## src/rtl/dot_prod_host.sv

```systemverilog
// dot_prod_host: host-side driver for one dot-product kernel.
// It takes a (length, initial accumulator) command and loads `length` element
// pairs into the top of the kernel arrays (addresses DEPTH-len .. DEPTH-1).
// It then releases the kernel with its start index set to DEPTH-len, waits for
// the done flag (bounded by TIMEOUT) and returns the result on a valid/ready port.
module dot_prod_host #(
    parameter int DEPTH   = 1000,
    parameter int ADDR_W  = 10,
    parameter int DATA_W  = 27,
    parameter int RES_W   = 64,
    parameter int TIMEOUT = 4096
) (
    input  logic              clk,
    input  logic              rst_n,
    // command
    input  logic              cmd_valid,
    output logic              cmd_ready,
    input  logic [ADDR_W:0]   cmd_len,
    input  logic [RES_W-1:0]  cmd_acc,
    // element pairs
    input  logic              in_valid,
    output logic              in_ready,
    input  logic [DATA_W-1:0] in_a,
    input  logic [DATA_W-1:0] in_b,
    // result
    output logic              res_valid,
    input  logic              res_ready,
    output logic [RES_W-1:0]  res_data,
    output logic              res_err,
    // kernel control
    output logic              r_enable,
    output logic [ADDR_W-1:0] init_i_t_a,
    output logic [RES_W-1:0]  init_acc_t_a,
    output logic              controlArr,
    output logic              controlArrWEnable_a,
    output logic              controlArrWEnable_b,
    output logic [ADDR_W-1:0] controlArrAddr_a,
    output logic [ADDR_W-1:0] controlArrAddr_b,
    output logic [DATA_W-1:0] controlArrWData_a,
    output logic [DATA_W-1:0] controlArrWData_b,
    input  logic              w_enable,
    input  logic [RES_W-1:0]  result
);

    localparam int CNT_W = $clog2(TIMEOUT + 1);
    localparam logic [ADDR_W:0]  DEPTH_L = (ADDR_W+1)'(DEPTH);
    localparam logic [ADDR_W:0]  LAST_L  = (ADDR_W+1)'(DEPTH - 1);
    localparam logic [CNT_W-1:0] CNT_END = CNT_W'(TIMEOUT - 1);

    typedef enum logic [1:0] {IDLE, LOAD, RUN, DONE} state_t;

    state_t            state_q, state_d;
    logic [ADDR_W-1:0] base_q;
    logic [ADDR_W:0]   wr_ptr_q;
    logic [RES_W-1:0]  acc_q;
    logic [RES_W-1:0]  res_data_q;
    logic              res_err_q;
    logic [CNT_W-1:0]  run_cnt_q;

    logic cmd_fire, in_fire, len_bad, len_zero, last_write, run_timeout;

    // Handshake and condition decode shared by next-state and datapath logic
    always_comb begin
        cmd_fire    = (state_q == IDLE) && cmd_valid;
        in_fire     = (state_q == LOAD) && in_valid;
        len_bad     = cmd_len > DEPTH_L;
        len_zero    = cmd_len == '0;
        last_write  = wr_ptr_q == LAST_L;
        run_timeout = run_cnt_q == CNT_END;
    end

    // State register
    always_ff @(posedge clk or negedge rst_n) begin
        if (!rst_n) state_q <= IDLE;
        else        state_q <= state_d;
    end

    // Next-state logic
    always_comb begin
        state_d = state_q;
        unique case (state_q)
            IDLE: if (cmd_fire) begin
                if (len_bad)       state_d = DONE;
                else if (len_zero) state_d = RUN;
                else               state_d = LOAD;
            end
            LOAD: if (in_fire && last_write) state_d = RUN;
            RUN:  if (w_enable || run_timeout) state_d = DONE;
            DONE: if (res_ready) state_d = IDLE;
            default: state_d = IDLE;
        endcase
    end

    // Command registers, write pointer, run counter and result capture
    always_ff @(posedge clk or negedge rst_n) begin
        if (!rst_n) begin
            base_q     <= '0;
            wr_ptr_q   <= '0;
            acc_q      <= '0;
            res_data_q <= '0;
            res_err_q  <= 1'b0;
            run_cnt_q  <= '0;
        end else begin
            if (state_q == RUN) run_cnt_q <= run_cnt_q + CNT_W'(1);
            else                run_cnt_q <= '0;

            if (cmd_fire) begin
                // base is DEPTH-len; an out-of-range length never releases the kernel
                base_q     <= ADDR_W'(DEPTH_L - cmd_len);
                wr_ptr_q   <= DEPTH_L - cmd_len;
                acc_q      <= cmd_acc;
                res_data_q <= '0;
                res_err_q  <= len_bad;
            end

            if (in_fire) wr_ptr_q <= wr_ptr_q + (ADDR_W+1)'(1);

            if (state_q == RUN) begin
                if (w_enable) begin
                    res_data_q <= result;
                    res_err_q  <= 1'b0;
                end else if (run_timeout) begin
                    res_data_q <= '0;
                    res_err_q  <= 1'b1;
                end
            end
        end
    end

    // Output decode from state and handshakes
    always_comb begin
        cmd_ready           = (state_q == IDLE);
        in_ready            = (state_q == LOAD);
        controlArr          = (state_q == LOAD);
        r_enable            = (state_q != RUN);
        res_valid           = (state_q == DONE);
        res_data            = res_data_q;
        res_err             = res_err_q;
        init_i_t_a          = base_q;
        init_acc_t_a        = acc_q;
        controlArrWEnable_a = in_fire;
        controlArrWEnable_b = in_fire;
        controlArrAddr_a    = wr_ptr_q[ADDR_W-1:0];
        controlArrAddr_b    = wr_ptr_q[ADDR_W-1:0];
        controlArrWData_a   = in_a;
        controlArrWData_b   = in_b;
    end

endmodule

```

## config.mk

```make
export PLATFORM = sky130hd
export DESIGN_NAME = dot_prod_host
export DESIGN_NICKNAME = d
export VERILOG_FILES = /design/src/rtl/dot_prod_host.sv
export SDC_FILE = /design/constraint.sdc
export NUM_CORES = 1
export LEC_CHECK = 0
export ABC_AREA = 1
export CORE_UTILIZATION = 30
export CTS_CLUSTER_DIAMETER = 40
export DETAILED_ROUTE_END_ITERATION = 6
export DONT_BUFFER_PORTS = 1
export GPL_TIMING_DRIVEN = 0
export MAX_ROUTING_LAYER = met4
export PLACE_DENSITY_LB_ADDON = 0.25
export SYNTH_ARGS = -nofsm -noshare
export SYNTH_HDL_FRONTEND = slang
export SYNTH_SLANG_ARGS = --single-unit
```

## constraint.sdc

```tcl
create_clock -name clk -period 3.7 [get_ports clk]
set_input_delay 0.185 -clock clk [delete_from_list [all_inputs] [get_ports clk]]
set_output_delay 0.185 -clock clk [all_outputs]
set_load 0.01 [all_outputs]
```

---- Yosys cells after proc, flatten, opt, wreduce, memory -nomap -nowiden ----
Index checks and enable logic that the tools add are counted.
storage, ports and cells
  bits in registers ....................... 165
  bits in latches ......................... 0
  RAM bits ................................ 0
  memory bits (read-only) ................. 0
  bits of input ports ..................... 199
  output and inout port bits .............. 220
  memories ................................ 0
operators by class
  add/sub/neg operators ................... 3
  $mul .................................... 0
  divide/modulo/power cells ............... 0
  $lt $le $gt $ge ......................... 1
  equality and inequality tests ........... 10
  shift operators ......................... 0
  multiplexer cells ....................... 18
  bitwise operators ....................... 0
  reductions and logical operators ........ 8
operators with widths
  cell                                                                                count
  64-bit two-way mux                                                                  4
  11-bit two-way mux                                                                  2
  13-bit by 1-bit adder with 13-bit output (second input constant)                    1
  13-bit by 12-bit equality test with 1-bit output (second input constant)            1
  13-bit two-way mux                                                                  1
  2-bit two-way mux                                                                   6
  11-bit by 1-bit adder with 11-bit output (second input constant)                    1
  11-bit by 10-bit equality test with 1-bit output (second input constant)            1
  11-bit by 10-bit greater-than comparator with 1-bit output (second input constant)  1
  11-bit zero test                                                                    1
  10-bit by 11-bit subtractor with 11-bit output (first input constant)               1
  2-bit one-hot mux with 4 select lines                                               1
  2-bit by 1-bit inequality test with 1-bit output (second input constant)            3
  2-bit equality test (second input constant)                                         2
  1-bit two-way mux                                                                   4
  2-bit inequality test (second input constant)                                       2
  4-bit AND reduction                                                                 1
  1-bit logical AND                                                                   3
  2-bit by 1-bit equality test with 1-bit output (second input constant)              1
  2-bit zero test                                                                     1
  2-bit nonzero test                                                                  1
  1-bit logical OR                                                                    1

---- Logic depth before layout (Yosys ltp) ----
  depth in word-level cells ............... 6
  depth in mapped cells ................... 10
  depth with buffers taken out ............ 10

---- Worst setup path before layout ----
Ideal clock, no wire load.
  kind .................................... reg2reg
  from .................................... register state_q[0]
  to ...................................... register acc_q[53] (netlist: init_acc_t_a[53])
  data arrival time ....................... 1.591 ns
  required time ........................... 3.634 ns
  setup slack ............................. 2.043 ns
  cell stages (with the launch flop) ...... 9
  period minus slack after synthesis ...... 1.657 ns
  cells stage by stage .................... dfrtp_1 > inv_1 > ha_1 > nand2_1 > inv_2 > buf_2 > buf_1 > nand2_1 > nand2_1
on the way
  longest elaborated chain between the ends .. 2
RTL lines
  what                    line  text
  start, declared         52    state_t state_q, state_d;
  start signal, assigned  75    else state_q <= state_d;
  2-bit zero test         n/a
  via cmd_ready           17    output logic cmd_ready,
  1-bit logical AND       64    cmd_fire = (state_q == IDLE) && cmd_valid;
  end signal, assigned    111   acc_q <= cmd_acc;
  end, declared           55    logic [RES_W-1:0] acc_q;
The timed path passes the listed nets, and every way through them passes these cells.
A chain may end at the register's enable or synchronous reset.

---- Worst setup path after layout ----
  from .................................... register state_q[0]
  to ...................................... register acc_q[7] (netlist: init_acc_t_a[7])
Same word-level chain as after synthesis.

==> results.md <==
* Status: finished with violations
* Failing checks: hold timing
* CTS H-Tree Depth at 4
* Startpoint types: register
* Area of the multi-input gates at 2831 sq um
* Die Y at 164.2 um
* Filler cells at 2545
* Setup_tns at 0 ns
* Fin. max-slew vios at 0
* Async set-reset flop share out of synthesis at 100.0%
* Hold_ws at -0.5409 ns
* Ys flop type: dfrtp_1
* Post-synthesis compound-gate area fraction at 2.807%
* Sequential fraction of the synthesis area at 52.34%
* Root buf cell: clkbuf_16
* Initial antenna violation count at 0
* Post-Syn Instances at 940
* Synthesized flop and latch total at 165
* Power density over cell area at 763.6 nW/um^2
* Comb pwr share at 29.2%
* Final setup violating endpoints at 0
* Syn. warnings at 0
* GPL Wtd Cong at 0.8837
* Maximum vdd ir drop at 0.3495 mV
* Final Cycle Share at 70.00%
* Die area at 26950 sq um
* Clock share of power at 22.7%
* Most common cell in the netlist: nand2_1
* Largest family of logic cells by synthesized area: simple AND/OR/NAND/NOR gates
* DRT iter0 DRCs at 430
* Share of the synthesized area in the top cell type at 52.34%
* Fraction of synthesized area in multiplexers at 0%
* Post-cts sizing count at 0
* Maxcap violations at 0
* Worst Skew at 0.02208 ns
* DRC violations left at 0
* Top cells by area, synth: dfrtp_1, nand2_1, buf_4
* Post-synthesis adder-cell area fraction at 1.269%
* Syn Nets at 1147
* Worst-skew pair later-pin latency at 0.43 ns
* Worst EP required at 4.06 ns
* Proportion of layout cells with a drive suffix above 1 at 15.58%
* Port bufs at 0
* Vias at 6612
* CTS Buffer Depth at 2
* Reg clk slew, reported paths at 0.08 ns
* Post-Syn Area at 7889 sq um
* Fmax at 0.3861 GHz
* WL/cell at 16.80 um
* Vias in the first global route at 6558
* Element type at the critical path end: register
* First-pass GRT wire length at 35.74 mm
* Die width at 164.2 um
* Via/cell ratio at 4.611
* Ant. Diodes at 0
* Worst r2r path cells at 7
* Post-synthesis cell type count at 28
* Post-CTS Setup Inserts at 0
* Antenna Nets Post-Route at 0
* Largest net degree at the start of global routing at 166
* IO Count at 419
* Switching share of power at 42.83%
* Sw power at 3336 uW
* Number of flops mapped to enable cells by yosys at 0
* Storage cell area at 4129 sq um
* Synth top cells by count: nand2_1, dfrtp_1, buf_4, nand3_1, nand3_2
* RSZ-0062 raised after global routing: no
* Seq pwr share at 48.2%
* Overflow after GRT at 0
* Fin. Hold Viols at 165
* Worst slew pin tran at 1.002 ns
* Starting Density at 30.97%
* CP max FO at 10
* Crit path arrival time at 2.95 ns
* Cts bufs inserted at 17
* Avg Inst Size Synth at 8.392 sq um
* Power Internal at 4453 uW
* Synth Area in Simple Gates at 31.70%
* Num rows at 58
* Cts hold-fix bufs at 132
* Slew HR at 33.19%
* Clock tree sinks at 165
* GRT Util Overall at 17.95%
* WS Path Type: register to register
* DR pass1 iterations at 5
* Nets at 1298
* Total wire length at 24.09 mm
* Worst hold path type: input port to async pin
* Synth area leader: dfrtp_1
* DP HPWL at 16.97 mm
* Core box area at 25470 sq um
* Syn-to-layout area delta at 29.31%
* Period minus WS final at 2.590 ns
* Post-Synth XOR/XNOR Area at 0.1110%
* Leakage at 0.005174 uW
* TritonCTS clock tree: yes
-- registers in the layout, summed over array words and instances (netlist names) --
name / count
init_acc_t_a: 64
init_i_t_a: 10
res_data: 64
res_err: 1
run_cnt_q: 13
state_q: 2
wr_ptr_q: 11
-- logic make-up after synthesis --
logic type | after synthesis
xor gates and xnor gates | 1
DFF | 165
and+or+nand+nor | 567
AOI/OAI and AO/OA | 41
buffers and inverters | 158
adders and majority gates | 8
-- worst paths after layout --
kind                       slack (ns)               to         start
hold / removal                  -0.54     res_data[60]         rst_n
min in group clk                 0.03      wr_ptr_q[8]    cmd_len[8]
setup / recovery                 1.11  init_acc_t_a[7]    state_q[0]
hold reg to reg                  0.47     run_cnt_q[0]  run_cnt_q[0]
max in group asynchronous        3.82     res_data[55]         rst_n
setup reg to reg                 1.11  init_acc_t_a[7]    state_q[0]
-- per-stage QoR --
stage / setup WS [ns] / utilization [%] / cell area [sq um] / total power [uW] / instances
floorplan: 2.043 / - / 7889 / 5218 / 940
global placement: 0.9424 / 32.59 / 8302 / 5923 / 1270
detailed placement: 0.9765 / 32.59 / 8302 / 5957 / 1270
CTS: 0.9680 / 40.05 / 10200 / 7877 / 1434
global route: 0.8501 / 40.05 / 10200 / 8384 / 1434
finish: 1.110 / 40.05 / 10200 / 7789 / 1434
-- power by group through the flow --
stage | Clock, uW | Combinational (uW) | Sequential, uW
2_1_floorplan | 0 | 1730 | 3490
5_1_grt | 1900 | 2620 | 3870
4_1_cts | 1820 | 2290 | 3760
6_report | 1760 | 2270 | 3750
3_3_place_gp | 0 | 2130 | 3790
3_5_place_dp | 0 | 2180 | 3780
-- critical path, cell delays in order (launching register included) --
cell,delay (ns)
dfrtp_1,0.42
inv_1,0.12
ha_1,0.25
nand2_1,0.33
inv_2,0.37
clkbuf_1,0.68
nand2_1,0.24
nand2_1,0.11
-- routing by layer --
layer / track usage, % / vias to the layer above / share of wire [%]
met1: 21.24 / 3125 / 42
met4: 4.966 / 0 / 1.4
li1: - / 3178 / -
met2: 29.52 / 286 / 48
met3: 5.328 / 23 / 7.9
met5: - / - / 0
-- layout make-up --
class                           instances  area share, %
Buffer                                115          7.519
Clock inverter                         13          1.325
Clock buffer                           19          4.342
Tap cell                              330          4.048
Sequential cell                       165          40.48
Multi-Input combinational cell        617          27.76
Timing Repair Buffer                  132          12.95
Inverter                               43          1.582
-- cell usage in the layout, fill, tap and decap left out, types with 5 or more instances in the layout --
| cell type | netlist | routed |
|---|---|---|
| buf_4 | 76 | 76 |
| o21ai_0 | 13 | 13 |
| buf_6 | 5 | 5 |
| nor2_1 | 38 | 38 |
| clkbuf_16 | 0 | 17 |
| ha_1 | 8 | 8 |
| a31oi_1 | 6 | 6 |
| nand4_1 | 8 | 8 |
| clkbuf_1 | 21 | 22 |
| inv_1 | 40 | 40 |
| dfrtp_1 | 165 | 165 |
| dlygate4sd3_1 | 0 | 132 |
| nand3_1 | 57 | 57 |
| a21oi_1 | 18 | 18 |
| nand2_1 | 411 | 411 |
| nand3_2 | 41 | 41 |
| buf_2 | 10 | 10 |
Power figures use the tool's default switching activity.
